**src/rtl/lsu_pkg.sv**
```systemverilog
// rtl/lsu_pkg.sv - shared types and defaults for the load/store controller
package lsu_pkg;

  localparam int LSU_XLEN    = 32;
  localparam int LSU_TIMEOUT = 255;

  typedef enum logic [1:0] {
    IDLE  = 2'd0,
    ISSUE = 2'd1,
    WAIT  = 2'd2,
    RESP  = 2'd3
  } lsu_state_e;

  // funct3[1:0] encoding; SIZE_ILL is kept so an illegal size can be carried and rejected
  typedef enum logic [1:0] {
    BYTE     = 2'd0,
    HALF     = 2'd1,
    WORD     = 2'd2,
    SIZE_ILL = 2'd3
  } lsu_size_e;

  typedef struct packed {
    logic [LSU_XLEN-1:0] addr;
    lsu_size_e           size;
    logic                is_unsigned;
    logic                is_store;
    logic [4:0]          rd;
    logic [LSU_XLEN-1:0] wdata;
  } lsu_req_t;

endpackage

```
**src/rtl/lsu_ctrl_if.sv**
```systemverilog
// rtl/lsu_ctrl_if.sv - execute, memory-stage and writeback signals of the load/store controller
interface lsu_ctrl_if import lsu_pkg::*; #(
  parameter int XLEN = LSU_XLEN
) ();

  logic              req_valid;
  logic              req_ready;
  logic              req_is_store;
  logic [2:0]        req_funct3;
  logic [XLEN-1:0]   req_base;
  logic [XLEN-1:0]   req_offset;
  logic [XLEN-1:0]   req_wdata;
  logic [4:0]        req_rd;
  logic              l_valid;
  logic              s_valid;
  logic              load_finish;
  logic              store_finish;
  logic [XLEN-1:0]   mem_addr;
  logic [XLEN-1:0]   mem_wdata;
  logic [XLEN/8-1:0] mem_wstrb;
  logic [XLEN-1:0]   mem_rdata;
  logic              resp_valid;
  logic              resp_ready;
  logic [XLEN-1:0]   resp_data;
  logic [4:0]        resp_rd;
  logic              resp_err;
  logic              busy;

  // master: surrounding pipeline and memory stage; slave: the controller
  modport master (
    output req_valid, req_is_store, req_funct3, req_base, req_offset, req_wdata, req_rd,
    output load_finish, store_finish, mem_rdata, resp_ready,
    input  req_ready, l_valid, s_valid, mem_addr, mem_wdata, mem_wstrb,
    input  resp_valid, resp_data, resp_rd, resp_err, busy
  );

  modport slave (
    input  req_valid, req_is_store, req_funct3, req_base, req_offset, req_wdata, req_rd,
    input  load_finish, store_finish, mem_rdata, resp_ready,
    output req_ready, l_valid, s_valid, mem_addr, mem_wdata, mem_wstrb,
    output resp_valid, resp_data, resp_rd, resp_err, busy
  );

endinterface

```
**src/rtl/lsu_align.sv**
```systemverilog
// rtl/lsu_align.sv - alignment check, store lane replication/strobe and load extract/extension
module lsu_align import lsu_pkg::*; #(
  parameter int XLEN = LSU_XLEN
) (
  input  logic [1:0]        addr_lo_i,
  input  lsu_size_e         size_i,
  input  logic              is_unsigned_i,
  input  logic [XLEN-1:0]   wdata_i,
  input  logic [XLEN-1:0]   rdata_i,
  output logic              misaligned_o,
  output logic [XLEN-1:0]   lane_wdata_o,
  output logic [XLEN/8-1:0] lane_wstrb_o,
  output logic [XLEN-1:0]   load_data_o
);

  localparam int NB = XLEN / 8;

  logic [XLEN-1:0] shifted;

  always_comb begin
    shifted      = rdata_i >> {addr_lo_i, 3'b000};
    misaligned_o = 1'b0;
    lane_wdata_o = wdata_i;
    lane_wstrb_o = '1;
    load_data_o  = shifted;
    case (size_i)
      BYTE: begin
        lane_wdata_o = {NB{wdata_i[7:0]}};
        lane_wstrb_o = NB'(1) << addr_lo_i;
        load_data_o  = {{(XLEN-8){~is_unsigned_i & shifted[7]}}, shifted[7:0]};
      end
      HALF: begin
        misaligned_o = addr_lo_i[0];
        lane_wdata_o = {(NB/2){wdata_i[15:0]}};
        lane_wstrb_o = NB'(3) << addr_lo_i;
        load_data_o  = {{(XLEN-16){~is_unsigned_i & shifted[15]}}, shifted[15:0]};
      end
      WORD:    misaligned_o = |addr_lo_i;
      default: misaligned_o = 1'b1;
    endcase
  end

endmodule

```
**src/rtl/lsu_ctrl.sv**
```systemverilog
// rtl/lsu_ctrl.sv - one-at-a-time load/store controller between execute and the memory stage
module lsu_ctrl import lsu_pkg::*; #(
  parameter int XLEN    = LSU_XLEN,
  parameter int TIMEOUT = LSU_TIMEOUT
) (
  input  logic       clk,
  input  logic       rstn,
  lsu_ctrl_if.slave  bus
);

  localparam int CW = $clog2(TIMEOUT + 2);

  lsu_state_e      state_q, state_d;
  lsu_req_t        req_q, req_d, new_req;
  logic [CW-1:0]   cnt_q, cnt_d;
  logic [XLEN-1:0] resp_data_q, resp_data_d;
  logic            resp_err_q, resp_err_d;

  logic [1:0]        sel_addr_lo;
  lsu_size_e         sel_size;
  logic              sel_unsigned;
  logic [XLEN-1:0]   sel_wdata;
  logic              misaligned;
  logic [XLEN-1:0]   lane_wdata;
  logic [XLEN/8-1:0] lane_wstrb;
  logic [XLEN-1:0]   load_data;
  logic              finish_hit;

  always_comb begin
    new_req.addr        = bus.req_base + bus.req_offset;
    new_req.size        = lsu_size_e'(bus.req_funct3[1:0]);
    new_req.is_unsigned = bus.req_funct3[2];
    new_req.is_store    = bus.req_is_store;
    new_req.rd          = bus.req_rd;
    new_req.wdata       = bus.req_wdata;
  end

  // The single align unit checks the incoming request in IDLE and serves the held request afterwards
  assign sel_addr_lo  = (state_q == IDLE) ? new_req.addr[1:0]   : req_q.addr[1:0];
  assign sel_size     = (state_q == IDLE) ? new_req.size        : req_q.size;
  assign sel_unsigned = (state_q == IDLE) ? new_req.is_unsigned : req_q.is_unsigned;
  assign sel_wdata    = (state_q == IDLE) ? new_req.wdata       : req_q.wdata;

  lsu_align #(.XLEN(XLEN)) u_align (
    .addr_lo_i     (sel_addr_lo),
    .size_i        (sel_size),
    .is_unsigned_i (sel_unsigned),
    .wdata_i       (sel_wdata),
    .rdata_i       (bus.mem_rdata),
    .misaligned_o  (misaligned),
    .lane_wdata_o  (lane_wdata),
    .lane_wstrb_o  (lane_wstrb),
    .load_data_o   (load_data)
  );

  assign finish_hit = req_q.is_store ? bus.store_finish : bus.load_finish;

  always_comb begin
    state_d     = state_q;
    req_d       = req_q;
    cnt_d       = cnt_q;
    resp_data_d = resp_data_q;
    resp_err_d  = resp_err_q;
    case (state_q)
      IDLE: begin
        if (bus.req_valid) begin
          req_d       = new_req;
          resp_data_d = '0;
          resp_err_d  = misaligned;
          state_d     = misaligned ? RESP : ISSUE;
        end
      end
      ISSUE: begin
        cnt_d   = '0;
        state_d = WAIT;
      end
      WAIT: begin
        if (finish_hit) begin
          if (!req_q.is_store) resp_data_d = load_data;
          state_d = RESP;
        end else if (cnt_q == CW'(TIMEOUT)) begin
          resp_err_d  = 1'b1;
          resp_data_d = '0;
          state_d     = RESP;
        end else begin
          cnt_d = cnt_q + CW'(1);
        end
      end
      RESP: begin
        if (bus.resp_ready) state_d = IDLE;
      end
      default: state_d = IDLE;
    endcase
  end

  always_ff @(posedge clk or negedge rstn) begin
    if (!rstn) begin
      state_q     <= IDLE;
      req_q       <= '0;
      cnt_q       <= '0;
      resp_data_q <= '0;
      resp_err_q  <= 1'b0;
    end else begin
      state_q     <= state_d;
      req_q       <= req_d;
      cnt_q       <= cnt_d;
      resp_data_q <= resp_data_d;
      resp_err_q  <= resp_err_d;
    end
  end

  assign bus.req_ready  = (state_q == IDLE);
  assign bus.busy       = (state_q != IDLE);
  assign bus.l_valid    = (state_q == ISSUE) && !req_q.is_store;
  assign bus.s_valid    = (state_q == ISSUE) &&  req_q.is_store;
  assign bus.mem_addr   = {req_q.addr[XLEN-1:2], 2'b00};
  assign bus.mem_wdata  = (state_q == IDLE) ? '0 : lane_wdata;
  assign bus.mem_wstrb  = ((state_q == ISSUE) && req_q.is_store) ? lane_wstrb : '0;
  assign bus.resp_valid = (state_q == RESP);
  assign bus.resp_data  = resp_data_q;
  assign bus.resp_rd    = req_q.rd;
  assign bus.resp_err   = resp_err_q;

endmodule

```
**src/flat_wrapper.sv**
```systemverilog
// flat-port wrapper written by rule: the top's interface ports become plain ports
module lsu_ctrl_flat import lsu_pkg::*;
#(
  parameter int XLEN    = LSU_XLEN,
  parameter int TIMEOUT = LSU_TIMEOUT
)
  (clk, rstn, bus_req_valid, bus_req_is_store, bus_req_funct3, bus_req_base, bus_req_offset, bus_req_wdata, bus_req_rd, bus_load_finish, bus_store_finish, bus_mem_rdata, bus_resp_ready, bus_req_ready, bus_l_valid, bus_s_valid, bus_mem_addr, bus_mem_wdata, bus_mem_wstrb, bus_resp_valid, bus_resp_data, bus_resp_rd, bus_resp_err, bus_busy);
  lsu_ctrl_if #(.XLEN(XLEN)) bus_i ();
  input  logic clk;
  input  logic rstn;
  input wire logic [$bits(bus_i.req_valid)-1:0] bus_req_valid;
  input wire logic [$bits(bus_i.req_is_store)-1:0] bus_req_is_store;
  input wire logic [$bits(bus_i.req_funct3)-1:0] bus_req_funct3;
  input wire logic [$bits(bus_i.req_base)-1:0] bus_req_base;
  input wire logic [$bits(bus_i.req_offset)-1:0] bus_req_offset;
  input wire logic [$bits(bus_i.req_wdata)-1:0] bus_req_wdata;
  input wire logic [$bits(bus_i.req_rd)-1:0] bus_req_rd;
  input wire logic [$bits(bus_i.load_finish)-1:0] bus_load_finish;
  input wire logic [$bits(bus_i.store_finish)-1:0] bus_store_finish;
  input wire logic [$bits(bus_i.mem_rdata)-1:0] bus_mem_rdata;
  input wire logic [$bits(bus_i.resp_ready)-1:0] bus_resp_ready;
  output wire logic [$bits(bus_i.req_ready)-1:0] bus_req_ready;
  output wire logic [$bits(bus_i.l_valid)-1:0] bus_l_valid;
  output wire logic [$bits(bus_i.s_valid)-1:0] bus_s_valid;
  output wire logic [$bits(bus_i.mem_addr)-1:0] bus_mem_addr;
  output wire logic [$bits(bus_i.mem_wdata)-1:0] bus_mem_wdata;
  output wire logic [$bits(bus_i.mem_wstrb)-1:0] bus_mem_wstrb;
  output wire logic [$bits(bus_i.resp_valid)-1:0] bus_resp_valid;
  output wire logic [$bits(bus_i.resp_data)-1:0] bus_resp_data;
  output wire logic [$bits(bus_i.resp_rd)-1:0] bus_resp_rd;
  output wire logic [$bits(bus_i.resp_err)-1:0] bus_resp_err;
  output wire logic [$bits(bus_i.busy)-1:0] bus_busy;
  assign bus_i.req_valid = bus_req_valid;
  assign bus_i.req_is_store = bus_req_is_store;
  assign bus_i.req_funct3 = bus_req_funct3;
  assign bus_i.req_base = bus_req_base;
  assign bus_i.req_offset = bus_req_offset;
  assign bus_i.req_wdata = bus_req_wdata;
  assign bus_i.req_rd = bus_req_rd;
  assign bus_i.load_finish = bus_load_finish;
  assign bus_i.store_finish = bus_store_finish;
  assign bus_i.mem_rdata = bus_mem_rdata;
  assign bus_i.resp_ready = bus_resp_ready;
  assign bus_req_ready = bus_i.req_ready;
  assign bus_l_valid = bus_i.l_valid;
  assign bus_s_valid = bus_i.s_valid;
  assign bus_mem_addr = bus_i.mem_addr;
  assign bus_mem_wdata = bus_i.mem_wdata;
  assign bus_mem_wstrb = bus_i.mem_wstrb;
  assign bus_resp_valid = bus_i.resp_valid;
  assign bus_resp_data = bus_i.resp_data;
  assign bus_resp_rd = bus_i.resp_rd;
  assign bus_resp_err = bus_i.resp_err;
  assign bus_busy = bus_i.busy;
  lsu_ctrl #(.XLEN(XLEN), .TIMEOUT(TIMEOUT)) u_core (.clk(clk), .rstn(rstn), .bus(bus_i));
endmodule
```
**config.mk**
```make
export PLATFORM = sky130hd
export DESIGN_NAME = lsu_ctrl_flat
export DESIGN_NICKNAME = d
export VERILOG_FILES = /design/src/rtl/lsu_pkg.sv /design/src/rtl/lsu_ctrl_if.sv /design/src/rtl/lsu_align.sv /design/src/rtl/lsu_ctrl.sv /design/src/flat_wrapper.sv
export SDC_FILE = /design/constraint.sdc
export NUM_CORES = 1
export LEC_CHECK = 0
export ABC_CLOCK_PERIOD_IN_PS = 3100
export CELL_PAD_IN_SITES_DETAIL_PLACEMENT = 1
export CELL_PAD_IN_SITES_GLOBAL_PLACEMENT = 2
export CORE_MARGIN = 10
export CORE_UTILIZATION = 24
export CTS_CLUSTER_SIZE = 40
export DETAILED_ROUTE_END_ITERATION = 16
export GPL_ROUTABILITY_DRIVEN = 0
export PLACE_DENSITY_LB_ADDON = 0.1
export SETUP_SLACK_MARGIN = 0.02
export SLEW_MARGIN = 20
export SYNTH_ARGS = -nofsm -noshare
export SYNTH_HDL_FRONTEND = slang
export SYNTH_SLANG_ARGS = --single-unit
```
**constraint.sdc**
```tcl
create_clock -name clk -period 3.1 [get_ports clk]
set_input_delay 0.62 -clock clk [delete_from_list [all_inputs] [get_ports clk]]
set_output_delay 0.62 -clock clk [all_outputs]
set_load 0.02 [all_outputs]
```
; ---- Word-level counts from Yosys, hierarchy flattened
; Cells that the tools add are included.
[totals]
regBits = 117
latchBits = 0
ramBits = 0
rom_bits = 0
inputBits = 143
out_inout_bits = 111
word_cells = 73
n_memories = 0
[op_classes]
add_sub_neg = 2
mul = 0
n_div = 0
magnitude_cmp = 0
n_eq_ne = 13
n_shift = 3
muxes = 28
bitwise_logic = 3
n_reduce_logical = 14
[ops]
columns = cell, n
row1 = 32-bit case mux with 2 select lines, 3
row2 = 32-bit two-way mux, 5
row3 = 32-bit adder, 1
row4 = 32-bit by 5-bit >> shifter with 32-bit output, 1
row5 = 9-bit two-way mux, 2
row6 = 9-bit case mux with 2 select lines, 1
row7 = 2-bit two-way mux, 7
row8 = 9-bit by 1-bit adder with 9-bit output (second input constant), 1
row9 = 9-bit by 8-bit equality test with 1-bit output (second input constant), 1
row10 = 2-bit != test (second input constant), 4
row11 = 2-bit case mux with 4 select lines, 1
row12 = 4-bit case mux with 2 select lines, 1
row13 = 4-bit AND reduction, 2
row14 = 2-bit equality test (second input constant), 3
row15 = 3-bit AND reduction, 2
row16 = 2-bit nonzero test, 3
row17 = 1-bit two-way mux, 5
row18 = 2-bit by 1-bit equality test with 1-bit output (second input constant), 2
row19 = 2-bit zero test, 2
row20 = 4-bit two-way mux, 1
row21 = 1-bit by 2-bit << shifter with 4-bit output (first input constant), 1
row22 = 2-bit by 2-bit << shifter with 4-bit output (first input constant), 1
row23 = 3-bit by 1-bit != test with 1-bit output (second input constant), 1
row24 = 3-bit != test (second input constant), 1
row25 = other kinds (9), 11

; ---- Logic depth before layout (Yosys ltp)
; Gate-level depths: netlist (run 1).
[depth]
ltp_word = 8
depth_mapped = 11
ltp_nobuf = 9

; ---- By module
; From an unflattened synthesis (run 1), not the netlist that was laid out.
[hier_totals]
cells_unflattened = 1065
hier_area_um2 = 8709.6
[modules_own_cells]
columns = mod, n_inst, cells_per_inst, area_each_um2, seq_area_each_um2
row1 = lsu_ctrl, 1, 878, 7334.5, 2927.8
row2 = lsu_align, 1, 187, 1375.1, 0.0

; ---- Worst setup path after synthesis (run 1)
; OpenSTA, ideal clock, no wires.
[synth_path]
path_kind = input port to output port
startpoint = in bus_req_offset[0]
endpoint = out bus_mem_wstrb[2]
arrival_ps = 2785
t_required_ps = 2480
slack_ps = -305
cell_stages = 8
n_path_buf = 3
path_cell_list = ha_1 fa_1 mux2_2 clkbuf_1 clkbuf_1 clkbuf_1 a21oi_1 a21oi_1
[synth_lines]
columns = element, line_no
row1 = from (decl), flat_wrapper.sv:15  ; input wire logic [$bits(bus_i.req_offset)-1:0] bus_req_offset;
row2 = to (decl), flat_wrapper.sv:27  ; output wire logic [$bits(bus_i.mem_wstrb)-1:0] bus_mem_wstrb;

==> results of run 1 <==
## worst paths after layout
check                                  start                       end  slack, ns  cells after the start
max                        bus_req_offset[0]          bus_mem_wstrb[2]       0.08                      7
min                                     rstn   u_core.bus.resp_data[1]       0.22                      1
max reg2reg                u_core.state_q[1]  u_core.bus.resp_data[31]       0.34                     12
min reg2reg                 u_core.req_q[17]          u_core.req_q[17]       0.47                      2
max in group asynchronous               rstn          u_core.req_q[20]       2.07                      2
min in group clk            u_core.req_q[17]          u_core.req_q[17]       0.47                      2
## cell families after synthesis
family / share of synthesized area (%)
AOI/OAI and AO/OA: 19.2
xor gates and xnor gates: 3.49
adders and majority gates: 6.37
buffers and inverters: 7.13
DFF: 37.6
muxes: 5.20
other: 0.0482
and+or+nand+nor: 21.0
## per-stage QoR
stage / worst slack (ns) / setup TNS (ns) / hold slack, ns / std cells
after CTS: 0.0346 / 0 / 0.238 / 1682
after global placement: -0.417 / -14.00 / 0.457 / 1644
final: 0.0835 / 0 / 0.221 / 1686
after floorplan: 0.0266 / 0 / 0.324 / 956
after detailed placement: -0.478 / -16.07 / 0.465 / 1644
after global routing: 0.0244 / 0 / 0.260 / 1685
## cells in the final DEF (no fill, tap or decap), types with 5 or more instances in the layout
| cell type | n |
|---|---|
| nand4_1 | 6 |
| a31oi_1 | 6 |
| buf_2 | 6 |
| a22o_1 | 17 |
| a21oi_1 | 69 |
| inv_1 | 12 |
| buf_4 | 99 |
| nand2_1 | 246 |
| nand3_1 | 20 |
| inv_6 | 5 |
| a21o_1 | 5 |
| o21bai_1 | 8 |
| mux2i_1 | 33 |
| nor2b_1 | 12 |
| o211ai_1 | 8 |
| inv_8 | 5 |
| clkbuf_16 | 17 |
| and3_1 | 13 |
| clkdlybuf4s50_1 | 234 |
| xor2_1 | 21 |
| o21ai_0 | 77 |
| nor2_1 | 52 |
| a32o_1 | 7 |
| ha_1 | 36 |
| xnor2_1 | 10 |
| dfrtp_1 | 117 |
## layer usage
metal / routed length (µm) / up-vias
met5: 13 / -
met4: 326 / 2
met3: 2010 / 20
met2: 15800 / 174
met1: 13500 / 3758
li1: - / 3839
## sequential cells by signal (all words and copies together) (netlist names)
signal / cells
u_core.bus.resp_err: 1
u_core.state_q: 2
u_core.bus.mem_addr: 30
u_core.bus.resp_data: 32
u_core.req_q: 38
u_core.cnt_q: 9
u_core.bus.resp_rd: 5
## timing repair
item,CTS,global route
endpoints found under the hold margin,0,0
pin swaps,4,3
gates cloned,0,0
buffers inserted,6,3
setup endpoints to repair,53,24
gates resized for setup,47,12
## final cells by class
class / instances / area (µm²)
antenna: 1 / 2.50
multi-input combinational: 733 / 4400
tap: 435 / 544
fill: 3724 / 20000
clock inverter: 15 / 185
inverter: 14 / 52.6
timing repair buffer: 354 / 3290
sequential: 117 / 2930
clock buffer: 17 / 425
## report_power, final
part | internal (mW) | switching, mW | leakage, nW | total [mW]
logic | 2.85 | 3.62 | 3.56 | 6.47
registers | 2.14 | 0.446 | 1.50 | 2.59
clock network | 1.23 | 0.888 | 0.299 | 2.12
total | 6.22 | 4.95 | 5.36 | 11.2
## worst reg2reg max path: stages (launching register included)
cell	delay (ns)
dfrtp_1	0.38
inv_2	0.10
ha_4	0.18
buf_8	0.22
mux2_4	0.33
buf_4	0.15
buf_4	0.14
mux2i_1	0.15
o2bb2ai_1	0.11
or2_2	0.28
a31oi_1	0.21
nand2b_2	0.26
o21ai_0	0.13
==> out/results.ini, run 1 <==
[sta]
tightestPinTransition_ns = 0.681
max_slew_margin_pct = 54.6
finalHoldViolations = 0
fmax_ghz = 0.332
fin_skew_ns = 0.0196
final-setup-viol-count = 0
finalCritPeriodShare_pct = 97.3
maxSlewViolCount = 0
rsz0062_at_grt = false
fin_crit_ns = 3.02

[logic_synthesis]
ys.flop_type = dfrtp_1
synthDominantCellAreaShare_pct = 37.6
synthMostInstantiatedCell = nand2_1
synth_area_leaders = dfrtp_1 (38%), nand2_1 (12%), ha_1 (6.1%), o21ai_0 (5.0%), mux2i_1 (4.8%)
yosysWarnings = 0
yosysSeqAreaShare_pct = 37.6
synth_seq_cells = 117
ys_types = 61
synth_top_area_cell = dfrtp_1
syn_inst = 955
syn_area_per_cell_um2 = 8.14
ys_async_sr_fraction_pct = 100
synthTopCellsByCount = nand2_1 (247), dfrtp_1 (117), o21ai_0 (77), a21oi_1 (71), nor2_1 (53)
synth_area_um2 = 7780
synth_edf_count = 0

[layout]
drive_gt1_share_pct = 14.2
areaGrowthSynthToFinish_pct = 52.0
fin_util_pct = 37.2
fin_area_um2 = 11800
fin_nets = 1419

[outcome]
status = complete, no violations

[grt]
use_met2_pct = 27.6
busiest_layer = met2
use_met1_pct = 18.8
grt_use_total_pct = 15.7
use_met3_pct = 3.78
grt_overflow = 0
grt_pass1_vias = 8433
antenna_found_initial = 1
grt_pass1_wl_um = 49000
grt_max_degree = 45

[routing]
firstDrtPassIters = 4
wl_per_cell_um = 18.8
vias = 7793
via_per_inst = 4.62
drt_iter0_drc = 356
drc = 0
routed_wl_um = 31700
postRouteAntennaNets = 0

[cts]
cts_buffers = 17
insertion_delay_ns = 0.42
cts_root_buf = clkbuf_16
cts_max_level = 4
postCtsHoldBufs = 0
cts_tree = done
path_clk_slew_ns = 0.08
clockBufferDepth = 2
cts.sinks = 117

[pwr]
total_power_mw = 11.2
power_leakage_nw = 5.36
peakVddDrop_mv = 0.347
p_per_area_nw_per_um2 = 945

[die]
die_w_um = 200
initial_utilization_pct = 24.5
fp.dieArea_um2 = 40000
io_pins = 254
row_count = 65
coreArea_um2 = 31800
die_h_um = 200

[min_path]
hold_class = in -> async

[setup_path]
critPathMaxStageDelay_ns = 0.47
critPathMaxFanout = 3
worst_setup_path_end_kind = output pin
crit_arrival_ns = 2.40
critical-path-top-delay-family = adder cells
required_ns = 2.48
critPathLaunchType = input pin
crit_chain = clkdlybuf4s15_1 -> ha_2 -> fa_2 -> mux2_4 -> or3_4 -> a21oi_4 -> buf_6
crit_path_top_delay_cell = fa_2
crit_buf_inv = 2
path_class = in -> out

[job]
maxCapViolations = 0

[placed_design]
dpl_cell_area_um2 = 11100
port_buffers = 251
hpwlAfterDp_um = 24900

Note: power is estimated with default switching activity, not from simulation.
==> run 2, diff against run 1 <==
Settings changed: CORE_MARGIN 10 to unset.
==> run 2 against run 1 <==
Global-route usage is 2.2 points higher. Non-clock buffer count decreased by 7. Via count is 0.83% lower. Clock skew fell by 0.0088 ns. Critical endpoint unchanged.
==> out/results.ini, run 2 (synthesized netlist as in run 1, its figures left out) <==
[setup_path]
worst_setup_path_end_kind = output pin
critPathLaunchType = input pin
path_class = in -> out
crit_arrival_ns = 2.39
critPathMaxFanout = 2
required_ns = 2.48

[min_path]
hold_class = in -> async

[pwr]
power_switching_mw = 4.78
clkPwrFrac_pct = 19.2
peakVddDrop_mv = 0.379
combinationalPowerShare_pct = 57.1
power_leakage_nw = 5.33
switching_share_pct = 42.9
seq_power_share_pct = 23.7
p_per_area_nw_per_um2 = 947
p_int_mw = 6.37

[placed_design]
dpl.cell_count = 1606
port_buffers = 251
hpwlAfterDp_um = 22500
dp_slack_ns = -0.678

[sta]
final-setup-viol-count = 0
fmax_ghz = 0.332
tightestPinTransition_ns = 0.617
final.setup.worst_slack_ns = 0.0895
maxSlewViolCount = 0
finalHoldViolations = 0
rsz0062_at_grt = true
max_slew_margin_pct = 58.9
fin_crit_ns = 3.01
fin_skew_ns = 0.0108
finalCritPeriodShare_pct = 97.1

[die]
die_h_um = 182
initial_utilization_pct = 24.5
row_count = 65
fp.dieArea_um2 = 33100
coreArea_um2 = 31700
io_pins = 254
die_w_um = 182

[grt]
grt_use_total_pct = 17.9
grt_pass1_wl_um = 46100
grt_max_degree = 58
grt_overflow = 0
grt_pass1_vias = 8252
antenna_found_initial = 1

[routing]
routed_wl_um = 29200
via_per_inst = 4.70
wl_per_cell_um = 17.8
drc = 0
vias = 7728
firstDrtPassIters = 5
postRouteAntennaNets = 0
drt_iter0_drc = 277

[layout]
areaGrowthSynthToFinish_pct = 51.4
regMostFlops = u_core.req_q
fill_cells = 3704
layout_commonest_cell = nand2_1
drive_gt1_share_pct = 14.2
finalNonFillerCells = 1643
largest_reg_flops = 38
fin_nets = 1412
final_cell_mix = nand2_1 (246), clkdlybuf4s50_1 (233), dfrtp_1 (117), buf_4 (92), o21ai_0 (77)
diodes = 0

[cts]
clockBufferDepth = 2
cts_buffers = 17
cts.sinks = 117
cts_root_buf = clkbuf_16
insertion_delay_ns = 0.43
postCtsHoldBufs = 0
path_clk_slew_ns = 0.06
cts_max_level = 4
cts_tree = done

[job]
maxCapViolations = 0

[outcome]
status = complete, no violations

run 2: cell types whose count changed in the layout (fill, tap and decap cells not counted), sizes merged, moves of 2 or more:
| cell | before | now |
|---|---|---|
| inv | 24 | 14 |
| clkbuf | 18 | 28 |
| dlygate4sd2 | 4 | 2 |
| bufinv | 2 | 4 |
| buf | 111 | 101 |
| clkinv | 2 | 4 |
run 2: worst max-delay path: stages:
cell           delay (ns)
dlygate4sd2_1        0.27
fa_1                 0.53
mux2_4               0.29
or3_4                0.40
a21oi_4              0.15
buf_6                0.13
run 2: stage by stage:
stage	total power, mW	hold WS (ns)	TNS (ns)	area (µm²)	util [%]
final	11.1	0.177	0	11800	37.1
after global routing	12.0	0.218	0	11800	37.1
after CTS	11.3	0.204	0	11700	37.0
after detailed placement	8.99	0.464	-18.36	11000	34.8
after global placement	8.93	0.458	-15.87	11000	34.8
after floorplan	6.30	0.324	0	7810	-
run 2: routing by layer:
metal  wire length, µm  track usage (%)  vias up
met4               416             5.08        2
met2             14200             30.5      173
met5                13                0        -
met3              1310             3.55       26
met1             13300             22.9     3713
li1                  -                -     3814
run 2: power groups by stage:
stage | Sequential (mW) | Combinational, mW | Clock [mW]
CTS | 2.64 | 6.41 | 2.22
global route | 2.74 | 6.96 | 2.28
global placement | 2.64 | 6.29 | 0
floorplan | 2.61 | 3.69 | 0
finish | 2.64 | 6.36 | 2.14
detailed placement | 2.65 | 6.34 | 0
run 2: what timing repair did:
item,4_1_cts,5_1_grt
setup buffers,3,4
gates resized for setup,48,26
pin swaps,4,4
setup endpoints to repair,51,17
run 2: layout make-up:
class,instances,area [µm²],area share [%]
clock inverter,9,151,1.29
tap,402,503,4.27
timing repair buffer,347,3240,27.5
sequential,117,2930,24.9
clock buffer,21,470,4.00
inverter,14,52.6,0.446
multi-input combinational,733,4430,37.6
run 2: worst paths after layout:
kind,from,to,slack (ns),cells past startpoint
worst max-delay path,bus_req_offset[1],bus_mem_wstrb[2],0.09,6
worst min-delay path,rstn,u_core.bus.resp_data[21],0.18,1
worst max register to register,u_core.state_q[1],u_core.bus.resp_data[23],0.27,13
worst min register to register,u_core.req_q[17],u_core.req_q[17],0.47,2
max in group asynchronous,rstn,u_core.bus.mem_addr[31],2.08,2
min in group clk,u_core.req_q[17],u_core.req_q[17],0.47,2
